**config.mk**
```make
export PLATFORM = sky130hd
export DESIGN_NAME = mux_1b_2to1
export DESIGN_NICKNAME = d
export VERILOG_FILES = /design/src/rtl/mux_1b_2to1.sv
export SDC_FILE = /design/constraint.sdc
export NUM_CORES = 1
export LEC_CHECK = 0
export ABC_AREA = 1
export ABC_CLOCK_PERIOD_IN_PS = 2300
export CORE_AREA = 2 2 39 41
export DETAILED_ROUTE_END_ITERATION = 10
export DIE_AREA = 0 0 41 43
export GPL_ROUTABILITY_DRIVEN = 0
export PLACE_DENSITY = 0.72
export SLEW_MARGIN = 10
export SYNTH_ARGS = -nofsm -noshare
export SYNTH_HDL_FRONTEND = slang
export SYNTH_SLANG_ARGS = --single-unit
```
**constraint.sdc**
```tcl
create_clock -name clk -period 2.3 [get_ports clk]
set_clock_uncertainty 0.15 [all_clocks]
set_input_delay 0.46 -clock clk [delete_from_list [all_inputs] [get_ports clk]]
set_output_delay 0.46 -clock clk [all_outputs]
set_load 0.05 [all_outputs]
```
**src/rtl/mux_1b_2to1.sv**
```systemverilog
// ---------------------------------------------------------------------------
// mux_1b_2to1
//   WIDTH-generic 2:1 selector for datapath control muxing. The mux path is
//   purely combinational. Alongside it the block keeps:
//     - a registered copy of the mux output,
//     - a saturating count of select changes,
//     - an optional sticky self-check flag.
//
// Optional feature macro: MUX_CHECK_EN
//   defined   : err is set if out ever differs from a separately derived
//               selection on a rising edge; it stays high until reset.
//   undefined : err is tied low and no checker logic is built.
//
// Ports (declaration order is fixed so legacy 4-port positional instances
// of (out, in1, in2, sel) keep working):
//   out     o  WIDTH  combinational result, sel ? in2 : in1
//   in1     i  WIDTH  data selected when sel = 0
//   in2     i  WIDTH  data selected when sel = 1
//   sel     i  1      select
//   clk     i  1      clock, rising edge
//   rst     i  1      asynchronous active-low reset
//   out_q   o  WIDTH  out registered once
//   sel_cnt o  CNT_W  saturating count of sel changes
//   err     o  1      sticky self-check flag (MUX_CHECK_EN only)
// ---------------------------------------------------------------------------
module mux_1b_2to1 #(
    parameter int unsigned WIDTH = 1,
    parameter int unsigned CNT_W = 8
) (
    output logic [WIDTH-1:0] out,
    input  logic [WIDTH-1:0] in1,
    input  logic [WIDTH-1:0] in2,
    input  logic             sel,
    input  logic             clk,
    input  logic             rst,
    output logic [WIDTH-1:0] out_q,
    output logic [CNT_W-1:0] sel_cnt,
    output logic             err
);

    logic [WIDTH-1:0] out_q_q, out_q_d;
    logic             sel_prev_q, sel_prev_d;
    logic [CNT_W-1:0] sel_cnt_q, sel_cnt_d;

    // Continuous ternary: an unknown sel merges in1/in2, so out stays defined
    // when both data inputs agree. Never depends on clk or rst.
    assign out = sel ? in2 : in1;

    always_comb begin
        out_q_d    = out;
        sel_prev_d = sel;
        sel_cnt_d  = sel_cnt_q;
        // Hold at all-ones instead of wrapping.
        if ((sel != sel_prev_q) && (sel_cnt_q != '1)) begin
            sel_cnt_d = sel_cnt_q + CNT_W'(1);
        end
    end

    always_ff @(posedge clk or negedge rst) begin
        if (!rst) begin
            out_q_q    <= '0;
            sel_prev_q <= 1'b0;
            sel_cnt_q  <= '0;
        end else begin
            out_q_q    <= out_q_d;
            sel_prev_q <= sel_prev_d;
            sel_cnt_q  <= sel_cnt_d;
        end
    end

    assign out_q   = out_q_q;
    assign sel_cnt = sel_cnt_q;

`ifdef MUX_CHECK_EN
    logic             err_q, err_d;
    logic [WIDTH-1:0] expected;

    // Built with and/or masking rather than reusing the mux expression, so a
    // fault on the out path is not mirrored into the reference.
    assign expected = (in1 & ~{WIDTH{sel}}) | (in2 & {WIDTH{sel}});

    always_comb begin
        err_d = err_q;
        if (out != expected) begin
            err_d = 1'b1;
        end
    end

    always_ff @(posedge clk or negedge rst) begin
        if (!rst) begin
            err_q <= 1'b0;
        end else begin
            err_q <= err_d;
        end
    end

    assign err = err_q;
`else
    assign err = 1'b0;
`endif

endmodule

```
### Word-level counts from Yosys, hierarchy flattened

Cells that the tools add are included.

| cells by class | value |
|---|---|
| $add $sub $neg | 1 |
| equal/unequal tests | 2 |
| mux-type cells | 1 |
| reductions and logical operators | 1 |

Operators by type and width:

| cell | count |
|---|---|
| $add 8x1->8 const B | 1 |
| $ne 8x8->1 const B | 1 |
| $logic_and 1x1->1 | 1 |
| $mux 1 | 1 |
| $ne 1x1->1 | 1 |

| storage, ports and cells | value |
|---|---|
| bits in registers | 10 |
| output and inout bits | 11 |
| logic and storage cells | 8 |

### Logic depth before layout (Yosys ltp)

| logic depth | value |
|---|---|
| depth after elaboration | 2 |
| mapped depth | 8 |
| mapped depth without buffers | 8 |

### Worst setup path before layout

Ideal clock, no wire load.

| timing | value |
|---|---|
| path type | register to register |
| start point | register sel_cnt_q[0], in the netlist sel_cnt[0] |
| end point | register sel_cnt_q[4], in the netlist sel_cnt[4] |
| arrival time | 1.467 ns |
| data required time | 2.032 ns |
| setup slack | 0.565 ns |
| cell stages (with the launch flop) | 9 |
| buffers on the path | 0 |
| cells stage by stage | dfrtp_1 -> ha_1 -> nand2_2 -> nor2_2 -> nand2_2 -> nand2_4 -> inv_2 -> nand2_1 -> nand2_1 |

| on the way | value |
|---|---|
| cells in the longest elaborated chain, start to end | 2 |

Ends and longest elaborated chain:

| what | line | text |
|---|---|---|
| start, declared | 43 | `logic [CNT_W-1:0] sel_cnt_q, sel_cnt_d;` |
| start signal, assigned | 67 | `sel_cnt_q <= sel_cnt_d;` |
| branches (longest 2 deep; another with $add 8x1->8) | -- |  |

Several ways; the timed one is not identified.
A chain may end at the register's enable or synchronous reset.

### Final worst setup path

| timing | value |
|---|---|
| start point | register sel_cnt_q[2], in the netlist sel_cnt[2] |
| end point | output port sel_cnt[2] |

RTL lines:

| what | line | text |
|---|---|---|
| end, declared | 37 | `output logic [CNT_W-1:0] sel_cnt,` |

No word-level cell between the ends.

==> flow_metrics.env <==
export IMPL_outcome="complete, no violations"
export IMPL_synth_edf_count=0
export IMPL_synth_main_ff_cell="dfrtp_1"
export IMPL_grt_overflow=0
export IMPL_drt_iter0_drc=9
export IMPL_grt_pass1_vias=453
export IMPL_io_pins=16
export IMPL_viasPerCell=4.52
export IMPL_ys_types=17
export IMPL_syn_area_per_cell_um2=7.25
export IMPL_cts_root_buffer="clkbuf_4"
export IMPL_fp_dieW_um=41
export IMPL_cts_tree="done"
export IMPL_synth_seq_area_share=0.442
export IMPL_yosys_top_cells_area="dfrtp_1, nand2_1, inv_1"
export IMPL_rsz0062_at_grt="false"
export IMPL_cts_hold_buf=0
export IMPL_ys_top_cells_by_count="nand2_1, dfrtp_1, inv_1, nor2_1, nand3_1"
export IMPL_path_cells="clkdlybuf4s50_1"
export IMPL_clk_latency_ns=0.27
export IMPL_numClockSinks=10
export IMPL_pre_cts_slack_ns=0.290
export IMPL_vias=497
export IMPL_hpwlAfterDp_um=802
export IMPL_multi_input_area_um2=270
export IMPL_crit_family="buffers and inverters"
export IMPL_core_mm2=0.00138
export IMPL_p_leak_nw=0.373
export IMPL_seq_power_share=0.363
export IMPL_yosysMostFrequentCell="nand2_1"
export IMPL_drc=0
export IMPL_cts_resized=0
export IMPL_internal_power_w=0.000398
export IMPL_hp_class="in -> async"
export IMPL_power_density_mw_per_mm2=988
export IMPL_p_sw_frac=0.463
export IMPL_synth_cells=78
export IMPL_num_rows=14
export IMPL_ant_nets=0
export IMPL_worst_slack_ns=0.122
export IMPL_fillers=140
export IMPL_power_frac_comb=0.474
export IMPL_grt_pass1_wl_mm=1.97
export IMPL_cts_buffers=3
export IMPL_synth_nets=84
export IMPL_peakVddDrop_mv=0.689
export IMPL_placed_cells=107
export IMPL_routedWlPerCell_um=9.54
export IMPL_maxCapViolations=0
export IMPL_portBuffers=14
export IMPL_syn_area_um2=566
export IMPL_post_route_util=0.542
export IMPL_synth_top_area_share=0.442
export IMPL_antenna_found_initial=0
export IMPL_grt_usage=0.170
export IMPL_reg2reg_from="sel_cnt[0]"
export IMPL_die_h_um=43
export IMPL_htreeDepth=1
export IMPL_worstSetupStartpointType="register"
export IMPL_path_clk_slew_ns=0.06
export IMPL_cp_slowest_stage_delay_ns=0.85
export IMPL_fmax_mhz=459
export IMPL_syn_to_final_growth_pct=32.7
export IMPL_die_area_mm2=0.00176
export IMPL_routed_wl_mm=1.05
export IMPL_stdcell_count=110
export IMPL_synth_seq_cells=10
export IMPL_async_flop_share=1.00
export IMPL_cp_end_kind="output port"
export IMPL_final_period_utilization=0.947
export IMPL_hold_violations=0
export IMPL_critPathBufInv=1
export IMPL_crit_fanout=6
export IMPL_drive_above_1_share=0.117
export IMPL_crit_arrival_ns=1.57
export IMPL_post_layout_total_power_w=0.000741
export IMPL_grt_max_degree=11
export IMPL_post_cts_buffers=0
export IMPL_cp_required_ns=1.69
export IMPL_yosysTopAreaCell="dfrtp_1"
export IMPL_slew_violations=0
export IMPL_initial_utilization=0.409
export IMPL_yosysWarnings=0
export IMPL_clock_path_buffers=2
export IMPL_nets=102
export IMPL_p_clk_frac=0.163
export IMPL_setup_viol=0
export IMPL_seq_area_um2=250
export IMPL_startpoint="sel_cnt[2]"
export IMPL_slowest_stage="clkdlybuf4s50_1"
export IMPL_setup_tns_ns=0
export IMPL_critical_path_class="reg -> out"
export IMPL_insertedDiodeCount=0
export IMPL_min_period_ns=2.18
export IMPL_p_sw_w=0.000344
export IMPL_dr_pass1_iters=4
==> cell type report <==
cell class                      count  area share
Sequential cell                    10       0.333
Inverter                           10      0.0500
Multi-Input combinational cell     57       0.360
Tap cell                           16      0.0267
Timing Repair Buffer               14       0.200
Clock buffer                        3      0.0300
==> worst paths after layout <==
kind / to / slack [ns] / cells past startpoint
max: sel_cnt[2] / 0.12 / 1
min: sel_cnt[6] / 0.35 / 1
max reg2reg: sel_cnt[4] / 0.80 / 8
min reg2reg: sel_cnt[3] / 0.40 / 2
max in group asynchronous: sel_cnt[4] / 1.34 / 1
min in group clk: sel_cnt[3] / 0.40 / 2
==> cells by family after synthesis <==
kind of cell,Yosys count,share of synthesized area
buffers and inverters,11,0.0796
adders and majority gates,1,0.0221
DFF,10,0.442
and+or+nand+nor,51,0.400
xor gates and xnor gates,2,0.0310
other,1,0.00663
AOI/OAI and AO/OA,2,0.0177
==> power by group through the flow <==
stage	Sequential (W)	Clock, W	Combinational (W)
floorplan	0.000403	0	0.000106
global route	0.000279	0.000134	0.000383
finish	0.000269	0.000121	0.000351
CTS	0.000270	0.000126	0.000355
detailed placement	0.000273	0	0.000353
global placement	0.000272	0	0.000348
==> layout by cell type (no fill, tap or decap), drive strengths merged <==
cell            n
inv            10
clkbuf          3
nand3b          1
xnor2           1
xor2            1
clkdlybuf4s50  13
nand2          37
dfrtp          10
conb            1
nand3           5
buf             1
ha              1
nor2            8
o21ai           2
==> sequential cells by signal, summed over array words and instances, names as in the netlist <==
signal	cells
sel_cnt	8
out_q	1
sel_prev_q	1
==> routing by layer <==
| metal | GRT usage | part of all wire |
|---|---|---|
| met2 | 0.231 | 0.50 |
| met1 | 0.223 | 0.44 |
| met5 | 0 | 0 |
| met4 | 0.120 | 0.026 |
| met3 | 0.0471 | 0.039 |
==> stage by stage <==
| stage | cell area (um^2) | hold WS [ns] |
|---|---|---|
| 2_1_floorplan | 566 | 0.0144 |
| 3_3_place_gp | 728 | 0.366 |
| 3_5_place_dp | 728 | 0.381 |
| 4_1_cts | 751 | 0.373 |
| 5_1_grt | 751 | 0.390 |
| 6_report | 751 | 0.352 |
Note: power is estimated with default switching activity, not from simulation.
